--- config.mk ---
export PLATFORM = sky130hd
export DESIGN_NAME = mc_ctrl_fsm_flat
export DESIGN_NICKNAME = d
export VERILOG_FILES = /design/src/rtl/mc_ctrl_fsm_if.sv /design/src/rtl/mc_ctrl_fsm.sv /design/src/flat_wrapper.sv
export SDC_FILE = /design/constraint.sdc
export NUM_CORES = 1
export LEC_CHECK = 0
export ABC_AREA = 1
export BUFFER_PORTS_ARGS = -buffer_cell sky130_fd_sc_hd__buf_2
export CAP_MARGIN = 20
export CORE_UTILIZATION = 40
export DETAILED_ROUTE_END_ITERATION = 16
export PLACE_DENSITY = 0.68
export SETUP_SLACK_MARGIN = 0.1
export SLEW_MARGIN = 10
export SYNTH_ARGS = -nofsm -noshare
export SYNTH_HDL_FRONTEND = slang
export SYNTH_SLANG_ARGS = --single-unit
--- constraint.sdc ---
create_clock -name clk -period 2 [get_ports clk]
set_input_delay 0.3 -clock clk [delete_from_list [all_inputs] [get_ports clk]]
set_output_delay 0.3 -clock clk [all_outputs]
set_load 0.005 [all_outputs]
--- src/rtl/mc_ctrl_fsm_if.sv ---
// Control bundle between the multi-cycle control FSM and the MIPS-lite datapath.
// The master modport is the FSM side; the slave modport is the datapath side.
interface mc_ctrl_fsm_if #(
    parameter int CNT_W = 32
);
    logic [31:0]      instr;
    logic             im_rdy;
    logic             dm_rdy;
    logic             ir_wr;
    logic             pc_wr;
    logic [2:0]       npc_op;
    logic             reg_wr;
    logic [1:0]       reg_dst;
    logic [1:0]       wd_sel;
    logic             alu_src;
    logic [1:0]       ext_op;
    logic [2:0]       alu_op;
    logic             mem_wr;
    logic             illegal;
    logic [2:0]       state;
    logic [CNT_W-1:0] retired;

    modport master (
        input  instr, im_rdy, dm_rdy,
        output ir_wr, pc_wr, npc_op, reg_wr, reg_dst, wd_sel,
               alu_src, ext_op, alu_op, mem_wr, illegal, state, retired
    );

    modport slave (
        output instr, im_rdy, dm_rdy,
        input  ir_wr, pc_wr, npc_op, reg_wr, reg_dst, wd_sel,
               alu_src, ext_op, alu_op, mem_wr, illegal, state, retired
    );
endinterface

--- src/rtl/mc_ctrl_fsm.sv ---
// Multi-cycle control FSM for the MIPS-lite core: sequences one instruction
// through FETCH/DECODE/EXE/MEM/WB and counts retired instructions.
module mc_ctrl_fsm #(
    parameter int CNT_W = 32
) (
    input  logic          clk,
    input  logic          reset,
    mc_ctrl_fsm_if.master bus
);
    typedef enum logic [2:0] {
        S_FETCH  = 3'd0,
        S_DECODE = 3'd1,
        S_EXE    = 3'd2,
        S_MEM    = 3'd3,
        S_WB     = 3'd4
    } state_t;

    typedef enum logic [3:0] {
        C_ADDU, C_SUBU, C_JR, C_ORI, C_LW, C_SW, C_BEQ, C_LUI, C_J, C_JAL, C_ILL
    } instr_class_t;

    localparam logic [2:0] NPC_SEQ = 3'b000;
    localparam logic [2:0] NPC_BR  = 3'b001;
    localparam logic [2:0] NPC_J   = 3'b010;
    localparam logic [2:0] NPC_JR  = 3'b100;

    localparam logic [2:0] ALU_ADD = 3'd0;
    localparam logic [2:0] ALU_SUB = 3'd1;
    localparam logic [2:0] ALU_OR  = 3'd2;

    state_t           r_state;
    state_t           w_next_state;
    logic [CNT_W-1:0] r_retired;
    instr_class_t     w_cls;

    logic       w_ir_wr, w_pc_wr, w_reg_wr, w_mem_wr, w_illegal, w_alu_src;
    logic [2:0] w_npc_op, w_alu_op;
    logic [1:0] w_reg_dst, w_wd_sel, w_ext_op;

    always_comb begin
        // NOTE: every always_comb output gets a default first so no path infers a latch.
        w_cls = C_ILL;
        case (bus.instr[31:26])
            6'h00: begin
                case (bus.instr[5:0])
                    6'h21:   w_cls = C_ADDU;
                    6'h23:   w_cls = C_SUBU;
                    6'h08:   w_cls = C_JR;
                    default: w_cls = C_ILL;
                endcase
            end
            6'h0D:   w_cls = C_ORI;
            6'h23:   w_cls = C_LW;
            6'h2B:   w_cls = C_SW;
            6'h04:   w_cls = C_BEQ;
            6'h0F:   w_cls = C_LUI;
            6'h02:   w_cls = C_J;
            6'h03:   w_cls = C_JAL;
            default: w_cls = C_ILL;
        endcase
    end

    always_comb begin
        w_next_state = r_state;
        w_ir_wr      = 1'b0;
        w_pc_wr      = 1'b0;
        w_npc_op     = NPC_SEQ;
        w_reg_wr     = 1'b0;
        w_reg_dst    = 2'd0;
        w_wd_sel     = 2'd0;
        w_alu_src    = 1'b0;
        w_ext_op     = 2'd0;
        w_alu_op     = ALU_ADD;
        w_mem_wr     = 1'b0;
        w_illegal    = 1'b0;

        // ALU/extender selects stay stable from EXE until the instruction leaves WB.
        if (r_state == S_EXE || r_state == S_MEM || r_state == S_WB) begin
            case (w_cls)
                C_SUBU, C_BEQ: w_alu_op = ALU_SUB;
                C_ORI: begin
                    w_alu_op  = ALU_OR;
                    w_alu_src = 1'b1;
                end
                C_LUI: begin
                    w_alu_op  = ALU_OR;
                    w_alu_src = 1'b1;
                    w_ext_op  = 2'd2;
                end
                C_LW, C_SW: begin
                    w_alu_src = 1'b1;
                    w_ext_op  = 2'd1;
                end
                default: ;
            endcase
        end

        case (r_state)
            S_FETCH: begin
                w_ir_wr = bus.im_rdy;
                if (bus.im_rdy) w_next_state = S_DECODE;
            end
            S_DECODE: begin
                w_next_state = S_FETCH;
                case (w_cls)
                    C_J: begin
                        w_pc_wr  = 1'b1;
                        w_npc_op = NPC_J;
                    end
                    C_JAL: begin
                        w_pc_wr   = 1'b1;
                        w_npc_op  = NPC_J;
                        w_reg_wr  = 1'b1;
                        w_reg_dst = 2'd2;
                        w_wd_sel  = 2'd2;
                    end
                    C_JR: begin
                        w_pc_wr  = 1'b1;
                        w_npc_op = NPC_JR;
                    end
                    C_ILL: begin
                        w_pc_wr   = 1'b1;
                        w_illegal = 1'b1;
                    end
                    default: w_next_state = S_EXE;
                endcase
            end
            S_EXE: begin
                case (w_cls)
                    C_BEQ: begin
                        w_pc_wr      = 1'b1;
                        w_npc_op     = NPC_BR;
                        w_next_state = S_FETCH;
                    end
                    C_LW, C_SW:                   w_next_state = S_MEM;
                    C_ADDU, C_SUBU, C_ORI, C_LUI: w_next_state = S_WB;
                    default:                      w_next_state = S_FETCH;
                endcase
            end
            S_MEM: begin
                w_mem_wr = (w_cls == C_SW) && bus.dm_rdy;
                if (bus.dm_rdy) begin
                    if (w_cls == C_SW) begin
                        w_pc_wr      = 1'b1;
                        w_next_state = S_FETCH;
                    end else begin
                        w_next_state = S_WB;
                    end
                end
            end
            S_WB: begin
                w_reg_wr     = 1'b1;
                w_pc_wr      = 1'b1;
                w_reg_dst    = (w_cls == C_ADDU || w_cls == C_SUBU) ? 2'd1 : 2'd0;
                w_wd_sel     = (w_cls == C_LW) ? 2'd1 : 2'd0;
                w_next_state = S_FETCH;
            end
            default: w_next_state = S_FETCH;
        endcase
    end

    // Strobes are suppressed during reset so an interrupted instruction writes nothing.
    assign bus.ir_wr   = w_ir_wr   & ~reset;
    assign bus.pc_wr   = w_pc_wr   & ~reset;
    assign bus.reg_wr  = w_reg_wr  & ~reset;
    assign bus.mem_wr  = w_mem_wr  & ~reset;
    assign bus.illegal = w_illegal & ~reset;
    assign bus.npc_op  = w_npc_op;
    assign bus.reg_dst = w_reg_dst;
    assign bus.wd_sel  = w_wd_sel;
    assign bus.alu_src = w_alu_src;
    assign bus.ext_op  = w_ext_op;
    assign bus.alu_op  = w_alu_op;
    assign bus.state   = r_state;
    assign bus.retired = r_retired;

    always_ff @(posedge clk) begin
        // NOTE: sequential state uses non-blocking assignments so all registers update together.
        if (reset) begin
            r_state   <= S_FETCH;
            r_retired <= '0;
        end else begin
            r_state <= w_next_state;
            if (w_pc_wr) r_retired <= r_retired + CNT_W'(1);
        end
    end
endmodule

--- src/flat_wrapper.sv ---
// flat-port wrapper written by rule: the top's interface ports become plain ports
module mc_ctrl_fsm_flat 
#(
    parameter int CNT_W = 32
)
  (clk, reset, bus_instr, bus_im_rdy, bus_dm_rdy, bus_ir_wr, bus_pc_wr, bus_npc_op, bus_reg_wr, bus_reg_dst, bus_wd_sel, bus_alu_src, bus_ext_op, bus_alu_op, bus_mem_wr, bus_illegal, bus_state, bus_retired);
  mc_ctrl_fsm_if #(.CNT_W(CNT_W)) bus_i ();
  input  logic clk;
  input  logic reset;
  input wire logic [$bits(bus_i.instr)-1:0] bus_instr;
  input wire logic [$bits(bus_i.im_rdy)-1:0] bus_im_rdy;
  input wire logic [$bits(bus_i.dm_rdy)-1:0] bus_dm_rdy;
  output wire logic [$bits(bus_i.ir_wr)-1:0] bus_ir_wr;
  output wire logic [$bits(bus_i.pc_wr)-1:0] bus_pc_wr;
  output wire logic [$bits(bus_i.npc_op)-1:0] bus_npc_op;
  output wire logic [$bits(bus_i.reg_wr)-1:0] bus_reg_wr;
  output wire logic [$bits(bus_i.reg_dst)-1:0] bus_reg_dst;
  output wire logic [$bits(bus_i.wd_sel)-1:0] bus_wd_sel;
  output wire logic [$bits(bus_i.alu_src)-1:0] bus_alu_src;
  output wire logic [$bits(bus_i.ext_op)-1:0] bus_ext_op;
  output wire logic [$bits(bus_i.alu_op)-1:0] bus_alu_op;
  output wire logic [$bits(bus_i.mem_wr)-1:0] bus_mem_wr;
  output wire logic [$bits(bus_i.illegal)-1:0] bus_illegal;
  output wire logic [$bits(bus_i.state)-1:0] bus_state;
  output wire logic [$bits(bus_i.retired)-1:0] bus_retired;
  assign bus_i.instr = bus_instr;
  assign bus_i.im_rdy = bus_im_rdy;
  assign bus_i.dm_rdy = bus_dm_rdy;
  assign bus_ir_wr = bus_i.ir_wr;
  assign bus_pc_wr = bus_i.pc_wr;
  assign bus_npc_op = bus_i.npc_op;
  assign bus_reg_wr = bus_i.reg_wr;
  assign bus_reg_dst = bus_i.reg_dst;
  assign bus_wd_sel = bus_i.wd_sel;
  assign bus_alu_src = bus_i.alu_src;
  assign bus_ext_op = bus_i.ext_op;
  assign bus_alu_op = bus_i.alu_op;
  assign bus_mem_wr = bus_i.mem_wr;
  assign bus_illegal = bus_i.illegal;
  assign bus_state = bus_i.state;
  assign bus_retired = bus_i.retired;
  mc_ctrl_fsm #(.CNT_W(CNT_W)) u_core (.clk(clk), .reset(reset), .bus(bus_i));
endmodule
==> flow_summary.json, run 1 <==
{
  "rsz0062_at_grt": "true",
  "setup_violations": 0,
  "dieArea_sq_um": 6493,
  "synthFlopType": "dfxtp_1",
  "dp_hpwl_um": 5576,
  "rows": 28,
  "vias": 2951,
  "hp-class": "in -> reg",
  "min_period_ns": 1.934,
  "seqCellArea_sq_um": 701.9,
  "crit_path_end_kind": "primary output",
  "synth.avg_cell_area_sq_um": 6.366,
  "initial_core_util": 0.4147,
  "clk_latency_ns": 0.29,
  "grt_pass1_wl_um": 11970,
  "gr-usage-all-layers": 0.2357,
  "synth_nets": 425,
  "drive_gt1_frac": 0.2668,
  "io_pins": 89,
  "dpl_cell_area_sq_um": 2939,
  "layout_common_cells": "nand2_1 (88), buf_2 (67), nand3_1 (49), nor2_1 (43), a21oi_1 (36)",
  "power_density_nw_per_um2": 442.2,
  "place.gp.congestion": 1.001,
  "routed_wirelength_um": 7698,
  "fmax_ghz": 0.5171,
  "clk_path_buf_depth": 2,
  "route.detailed.drc": 0,
  "yosys_register_bits": 35,
  "cpPeakStageDelay_ns": 0.16,
  "total_power_mw": 1.401,
  "drv_cap": 0,
  "cp.arrival_ns": 1.63,
  "first_pass_iters": 5,
  "yosysSeqAreaShare": 0.2837,
  "nFillCells": 609,
  "antenna_found_initial": 0,
  "numClockSinks": 35,
  "post-route-period-util": 0.9670,
  "htreeDepth": 2,
  "cts_inserted_buffers": 5,
  "startpoint_type": "primary input",
  "io_buffers": 67,
  "core_area_sq_um": 5956,
  "dp_cells": 533,
  "crit_chain": "buf_2, nor2_4, buf_4, nand4_1, nand2_1, nor2_1, nor2_4, buf_4, nand2_1, nor3_1, buf_2",
  "drv_slew": 0,
  "syn_inst": 388,
  "multiInputGateArea_sq_um": 1635,
  "path_max_fanout": 6,
  "routedWlPerCell_um": 13.97,
  "whs_ns": 0.3695,
  "path_class": "in -> out",
  "cts_tree": "built",
  "vdd_ir_drop_max_uv": 253.3,
  "fin_util": 0.5317,
  "final_nets": 512,
  "overflow": 0,
  "area_growth_pct": 28.22,
  "leakage_nw": 1.392,
  "path_clk_slew_ns": 0.06,
  "synth.cell_area_sq_um": 2470,
  "ant_nets": 0,
  "drtIter0Drc": 208,
  "fin_cells": 551,
  "status": "completed",
  "critical_path_required_ns": 1.70,
  "synth_edf_count": 0,
  "cts_hold_buf": 0,
  "stdcell_area_sq_um": 3167,
  "hold_viol": 0,
  "grt_max_degree": 33,
  "cts-root-buf": "clkbuf_8",
  "die_y_um": 80.58,
  "vias_per_cell": 5.356,
  "fp.dieW_um": 80.58,
  "async_flop_share": 0,
  "layout_commonest_cell": "nand2_1",
  "slowest_stage": "nor2_4",
  "synth_cell_types": 29,
  "grt_pass1_vias": 2543,
  "antennaDiodeCount": 0,
  "finalClockSkew_ns": 0.008845,
  "yosysWarnings": 0
}
registers in the layout, summed over array words and instances, names as in the netlist:
register,flops
u_core.bus.retired,32
u_core.bus.state,3
layer usage:
layer / routed length, um / track usage
met4: 142 / 0.06250
met3: 446 / 0.03864
met2: 3599 / 0.3890
met5: 0 / 0
met1: 3510 / 0.3141
synthesized netlist by cell type, types with 2 or more instances:
library cell / n / area [sq um]
nand2_1: 90 / 337.8
nand3_1: 51 / 255.2
nor2_1: 48 / 180.2
a21oi_1: 37 / 185.2
dfxtp_1: 35 / 700.7
inv_1: 27 / 101.4
xor2_1: 18 / 157.7
nor3_1: 17 / 85.08
nand4_1: 15 / 93.84
xnor2_1: 12 / 105.1
clkbuf_1: 7 / 26.28
buf_4: 5 / 37.54
buf_6: 3 / 33.78
nor4_1: 3 / 18.77
o21ai_0: 3 / 15.01
nand2_2: 2 / 12.51
nor2_2: 2 / 12.51
nor2_4: 2 / 22.52
layout make-up:
| type | instances | share of cell area |
|---|---|---|
| Sequential cell | 35 | 0.2217 |
| Clock inverter | 1 | 0.001580 |
| Inverter | 27 | 0.03200 |
| Multi-Input combinational cell | 310 | 0.5164 |
| Clock buffer | 7 | 0.02410 |
| Tap cell | 75 | 0.02963 |
| Timing Repair Buffer | 96 | 0.1746 |
worst max-delay path, delay by kind of cell:
family / cells / cell delay [ns]
AND/OR/NAND/NOR: 7 / 0.79
buffers and inverters: 4 / 0.55
cells by family (layout without fill, tap and decap cells):
| group | Yosys count | after routing | synth area share |
|---|---|---|---|
| and+or+nand+nor | 235 | 235 | 0.4291 |
| AOI/OAI and AO/OA | 43 | 43 | 0.09169 |
| buffers and inverters | 43 | 131 | 0.08258 |
| DFF | 35 | 35 | 0.2837 |
| xor gates and xnor gates | 30 | 30 | 0.1064 |
| adders and majority gates | 1 | 1 | 0.005065 |
| other | 1 | 1 | 0.001518 |
per-stage QoR:
stage / setup WS, ns / TNS, ns
detailed placement: 0.07841 / 0
global placement: 0.08676 / 0
global route: -0.03316 / -0.03316
CTS: 0.08101 / 0
finish: 0.06597 / 0
floorplan: 0.2737 / 0
where the power goes:
part	leakage, nW	switching [mW]	total [mW]	internal (mW)
Combinational	1.07	0.122	0.187	0.0646
Sequential	0.283	0.00645	0.708	0.702
Clock	0.0422	0.261	0.505	0.245
Total	1.39	0.390	1.40	1.01
timing repair:
action / in CTS / in global routing
setup buffers: 1 / 9
gates resized for setup: 3 / 15
setup endpoints to repair: 2 / 14
pin swaps: 1 / 6
gates cloned: 0 / 0
hold endpoints to repair: 0 / 0
path summary, 6_finish.rpt:
| path | startpoint | end | slack, ns | depth (start not counted) |
|---|---|---|---|---|
| setup / recovery | bus_instr[30] | bus_reg_dst[0] | 0.07 | 11 |
| hold / removal | bus_dm_rdy | u_core.bus.state[0]$_SDFFE_PP0P_ | 0.37 | 4 |
| setup reg to reg | u_core.bus.retired[0]$_SDFFE_PP0P_ | u_core.bus.retired[24]$_SDFFE_PP0P_ | 0.22 | 9 |
| hold reg to reg | u_core.bus.retired[31]$_SDFFE_PP0P_ | u_core.bus.retired[31]$_SDFFE_PP0P_ | 0.52 | 2 |
Power figures use the tool's default switching activity.
==> inputs of run 2 (changes only) <==
Settings changed: SKIP_LAST_GASP set to 1.
Clock period 2 ns to 2.1 ns, I/O delays scaled along.
==> flow_summary.json, run 2 (synthesis results as in run 1) <==
{
  "status": "completed",
  "dieArea_sq_um": 6493,
  "fp.dieW_um": 80.58,
  "path_max_fanout": 4,
  "ant_nets": 0,
  "layout_commonest_cell": "nand2_1",
  "place.gp.congestion": 0.9839,
  "path_clk_slew_ns": 0.07,
  "dp_hpwl_um": 5395,
  "layout_common_cells": "nand2_1 (89), buf_2 (65), nand3_1 (51), nor2_1 (44), a21oi_1 (36)",
  "drive_gt1_frac": 0.2457,
  "crit_buf_inv": 3,
  "antennaDiodeCount": 0,
  "power_density_nw_per_um2": 450.5,
  "drv_cap": 0,
  "die_y_um": 80.58,
  "first_pass_iters": 7,
  "reg2reg_depth": 9,
  "cts_tree": "built",
  "hold_depth": 4,
  "routedWlPerCell_um": 13.50,
  "power.internal_mw": 1.029,
  "rows": 28,
  "grt_max_degree": 33,
  "crit_chain": "buf_2, nor2_1, inv_1, nor2_4, nand2_1, nand2_1, nand3_2, o21ai_2, nand2_2, a21oi_2, buf_2",
  "swShare": 0.2681,
  "startpoint_type": "primary input",
  "setup_violations": 0,
  "route.detailed.drc": 0,
  "fmax_ghz": 0.5081,
  "leakage_nw": 1.372,
  "path_class": "in -> out",
  "finalSetupTns_ns": 0,
  "area_growth_pct": 26.39,
  "post-route-period-util": 0.9371,
  "vias_per_cell": 5.239,
  "cp.arrival_ns": 1.65,
  "fin_util": 0.5242,
  "vias": 2845,
  "routed_wirelength_um": 7330,
  "clk_latency_ns": 0.29,
  "power_frac_seq": 0.478,
  "htreeDepth": 2,
  "clk_path_buf_depth": 2,
  "core_area_sq_um": 5956,
  "slowest_stage": "nor2_1",
  "initial_core_util": 0.4147,
  "cts_inserted_buffers": 5,
  "overflow": 0,
  "io_pins": 89,
  "cpPeakStageDelay_ns": 0.19,
  "cts-root-buf": "clkbuf_8",
  "critical_path.top_delay_family": "simple AND/OR/NAND/NOR gates",
  "power.switching_mw": 0.3771,
  "crit_path_end_kind": "primary output",
  "largest_reg_flops": 32,
  "io_buffers": 67,
  "cp.depth": 11,
  "hold_viol": 0,
  "grt_pass1_wl_um": 11450,
  "finalClockSkew_ns": 0.003307,
  "min_period_ns": 1.968,
  "rsz0062_at_grt": "true",
  "cts_hold_buf": 0,
  "antenna_found_initial": 0,
  "drtIter0Drc": 181,
  "critical_path_required_ns": 1.78,
  "final_nets": 504,
  "clockPowerShare": 0.397,
  "vdd_ir_drop_max_uv": 246.0,
  "gr-usage-all-layers": 0.2262,
  "p_comb_frac": 0.125,
  "numClockSinks": 35,
  "grt_pass1_vias": 2440,
  "hp-class": "in -> reg",
  "drv_slew": 0
}
## run 2: cell types whose count changed in the layout (fill, tap and decap cells not counted), moves of 2 or more
| cell | previous run | this run |
|---|---|---|
| clkbuf_8 | 5 | 7 |
| buf_2 | 67 | 65 |
| buf_4 | 29 | 21 |
| nand3_2 | 3 | 1 |
| nand3_1 | 49 | 51 |
## run 2: power groups by stage
| stage | Clock (mW) | Sequential [mW] | Combinational (mW) |
|---|---|---|---|
| 2_1_floorplan | 0 | 0.689 | 0.110 |
| 3_3_place_gp | 0 | 0.688 | 0.158 |
| 3_5_place_dp | 0 | 0.687 | 0.159 |
| 4_1_cts | 0.567 | 0.672 | 0.160 |
| 5_1_grt | 0.594 | 0.673 | 0.192 |
| 6_report | 0.558 | 0.672 | 0.176 |
## run 2: metrics by stage
stage / instances / instance area [sq um] / hold slack (ns) / power [mW] / setup WS (ns)
detailed placement: 529 / 2909 / 0.5080 / 0.8469 / 0.1044
floorplan: 388 / 2470 / 0.5013 / 0.7989 / 0.3437
global placement: 529 / 2909 / 0.5048 / 0.8452 / 0.1191
CTS: 537 / 3013 / 0.3594 / 1.399 / 0.1169
global route: 543 / 3122 / 0.3875 / 1.459 / 0.03169
finish: 543 / 3122 / 0.3670 / 1.406 / 0.1321
## run 2: routing by layer
layer	up-vias	global-route usage	part of all wire
li1	1442	-	-
met5	-	0	0
met3	10	0.03864	0.065
met1	1287	0.3085	0.46
met2	106	0.3619	0.46
met4	0	0.06250	0.014
## run 2: worst min-delay path: stages
cell	delay, ns
buf_2	0.09
inv_1	0.03
nand2_1	0.10
a21oi_1	0.07
## run 2: path summary, 6_finish.rpt
kind	from	endpoint	slack (ns)
worst min-delay path	bus_dm_rdy	u_core.bus.state[0]$_SDFFE_PP0P_	0.37
worst max register to register	u_core.bus.retired[0]$_SDFFE_PP0P_	u_core.bus.retired[26]$_SDFFE_PP0P_	0.34
worst max-delay path	bus_instr[26]	bus_pc_wr	0.13
worst min register to register	u_core.bus.retired[31]$_SDFFE_PP0P_	u_core.bus.retired[31]$_SDFFE_PP0P_	0.52
## run 2: cell type report
class	count	area (sq um)
clock buffers	8	100.1
inverters	27	101.3
repair buffers	88	509.2
flip-flops and latches	35	701.9
multi-input cells	310	1615
fillers	630	2834
well taps	75	93.84
## run 2: repair_timing
action                                  in CTS  in global routing
pin swaps                                    0                  9
buffers inserted                             0                  6
endpoints found under the setup margin       1                  5
gates resized for setup                      1                 17
==> inputs of run 3 (changes only) <==
Settings changed: ABC_AREA 1 to 0, PLACE_DENSITY 0.68 to 0.69.
==> flow_summary.json, run 3 <==
{
  "min_period_ns": 2.205,
  "route.detailed.drc": 0,
  "violations": "setup timing",
  "place.gp.congestion": 0.8132,
  "path_max_fanout": 3,
  "path_class": "in -> out",
  "rows": 26,
  "layout_common_cells": "buf_2 (56), buf_4 (48), nor2_1 (34), dfxtp_1 (31), buf_6 (23)",
  "antennaDiodeCount": 0,
  "path_clk_slew_ns": 0.07,
  "status": "finished, violations left",
  "layout_commonest_cell": "buf_2",
  "drive_gt1_frac": 0.5180,
  "die_y_um": 76.56,
  "synth_common_cells": "nor2_1 (37), dfxtp_1 (35), nand2_1 (22)",
  "crit_path_end_kind": "primary output",
  "clk_path_buf_depth": 2,
  "slowest_stage": "or4_4",
  "htreeDepth": 2,
  "vias_per_cell": 5.380,
  "reg2reg_from": "u_core.bus.state[0]$_SDFFE_PP0P_",
  "dp_hpwl_um": 4455,
  "crit_chain": "buf_6, or4_4, a311oi_4, o221ai_4, buf_12, nor2_4, nor2_1, buf_2",
  "post-route-period-util": 1.050,
  "vias": 2464,
  "crit_path_end": "bus_pc_wr",
  "synth.cell_area_sq_um": 2223,
  "cp.depth": 8,
  "cp.arrival_ns": 1.89,
  "drv_cap": 0,
  "power_density_nw_per_um2": 449.5,
  "grt_max_degree": 28,
  "hold_viol": 0,
  "reg2reg_slack_ns": 0.04,
  "synthFlopType": "dfxtp_1",
  "synth_top_area_frac": 0.3151,
  "synth.avg_cell_area_sq_um": 8.422,
  "fin_util": 0.6780,
  "netlist_top_cells_area": "dfxtp_1 (32%), xor2_1 (8.3%), nor2_1 (6.2%)",
  "cts-root-buf": "clkbuf_8",
  "io_pins": 89,
  "largest_reg_flops": 32,
  "leakage_nw": 1.524,
  "reg2reg_depth": 10,
  "routed_wirelength_um": 6873,
  "io_buffers": 67,
  "cpPeakStageDelay_ns": 0.56,
  "synth.most_common_cell": "nor2_1",
  "syn_inst": 264,
  "final_nets": 424,
  "total_power_mw": 1.596,
  "drtIter0Drc": 101,
  "cts_tree": "built",
  "numClockSinks": 35,
  "critical_path_required_ns": 1.78,
  "setup_violations": 13,
  "startpoint_type": "primary input",
  "cts_hold_buf": 0,
  "rsz0062_at_grt": "true",
  "synth_cell_types": 56,
  "crit_buf_inv": 3,
  "initial_core_util": 0.4245,
  "drv_slew": 0,
  "cts_inserted_buffers": 5,
  "routedWlPerCell_um": 15.01,
  "synth_nets": 301,
  "fp.dieW_um": 76.56,
  "clk_latency_ns": 0.29,
  "yosysSeqAreaShare": 0.3151,
  "critPathLaunch": "bus_instr[4]",
  "hp-class": "in -> reg",
  "synth_edf_count": 0,
  "yosysTopAreaCell": "dfxtp_1",
  "area_growth_pct": 59.71,
  "gr-usage-all-layers": 0.2316,
  "grt_pass1_vias": 2413,
  "yosysWarnings": 0,
  "yosys_register_bits": 35,
  "ant_nets": 0,
  "core_area_sq_um": 5238,
  "antenna_found_initial": 0,
  "critical_path.top_delay_family": "simple AND/OR/NAND/NOR gates",
  "async_flop_share": 0,
  "finalClockSkew_ns": 0.005802,
  "dieArea_sq_um": 5861,
  "first_pass_iters": 4,
  "grt_pass1_wl_um": 10970,
  "stdcell_area_sq_um": 3551,
  "reg2reg_to": "u_core.bus.retired[31]$_SDFFE_PP0P_",
  "fmax_ghz": 0.4536,
  "vdd_ir_drop_max_uv": 340.3,
  "fin_ws_ns": -0.1046,
  "overflow": 0,
  "dpl_cell_area_sq_um": 2973
}
-- run 3: through the flow --
stage / hold slack (ns) / worst slack [ns] / setup TNS (ns) / instances
floorplan: 0.4743 / -0.08878 / -0.5390 / 264
global placement: 0.4681 / -0.2188 / -5.361 / 435
detailed placement: 0.4754 / -0.2682 / -7.039 / 435
CTS: 0.3319 / -0.1259 / -1.172 / 457
global route: 0.3501 / -0.1561 / -2.114 / 458
finish: 0.3424 / -0.1046 / -0.6668 / 458
-- run 3: power breakdown --
part | total [mW] | leakage (nW) | switching, mW | internal [mW]
registers | 0.678 | 0.284 | 0.00919 | 0.669
logic | 0.282 | 1.18 | 0.139 | 0.143
clock network | 0.635 | 0.0612 | 0.251 | 0.384
total | 1.60 | 1.52 | 0.400 | 1.20
-- run 3: logic make-up (layout without fill, tap and decap cells) --
family / count (synthesis) / after routing / synth area share
AOI/OAI and AO/OA: 55 / 55 / 0.2127
adders and majority gates: 1 / 1 / 0.005627
and+or+nand+nor: 125 / 125 / 0.3061
buffers and inverters: 23 / 147 / 0.06190
other: 1 / 1 / 0.001687
muxes: 2 / 2 / 0.01013
xor gates and xnor gates: 22 / 22 / 0.08667
DFF: 35 / 35 / 0.3151
-- run 3: worst min-delay path: stages --
cell	delay (ns)
buf_2	0.13
nand3_1	0.08
a211oi_1	0.06
-- run 3: layout make-up --
type	count	area, sq um
clock buffer	6	82.58
clock inverter	2	35.03
fill	393	1687
inverter	9	33.78
multi-input combinational	206	1652
sequential	35	705.7
tap	70	87.58
timing repair buffer	130	954.7
-- run 3: metal layers --
layer	part of all wire	up-vias	global-route usage
li1	-	1198	-
met1	0.42	1186	0.2629
met2	0.53	72	0.4225
met3	0.039	8	0.04551
met4	0.012	0	0.09038
met5	0	-	0
-- run 3: timing repair --
action | 4_1_cts | 5_1_grt
setup endpoints to repair | 26 | 46
setup buffers | 14 | 5
pin swaps | 30 | 21
gates cloned | 0 | 0
gates resized for setup | 43 | 42
-- run 3: worst min-delay path by stage --
stage | slack, ns | startpoint | to | depth (start not counted)
3_5_place_dp | 0.48 | u_core.bus.retired[31]$_SDFFE_PP0P_ | u_core.bus.retired[31]$_SDFFE_PP0P_ | 2
3_3_place_gp | 0.47 | u_core.bus.retired[31]$_SDFFE_PP0P_ | u_core.bus.retired[31]$_SDFFE_PP0P_ | 2
2_1_floorplan | 0.47 | u_core.bus.retired[31]$_SDFFE_PP0P_ | u_core.bus.retired[31]$_SDFFE_PP0P_ | 2
5_1_grt | 0.35 | bus_dm_rdy | u_core.bus.state[2]$_SDFFE_PP0P_ | 3
6_report | 0.34 | bus_dm_rdy | u_core.bus.state[2]$_SDFFE_PP0P_ | 3
4_1_cts | 0.33 | bus_dm_rdy | u_core.bus.state[2]$_SDFFE_PP0P_ | 3
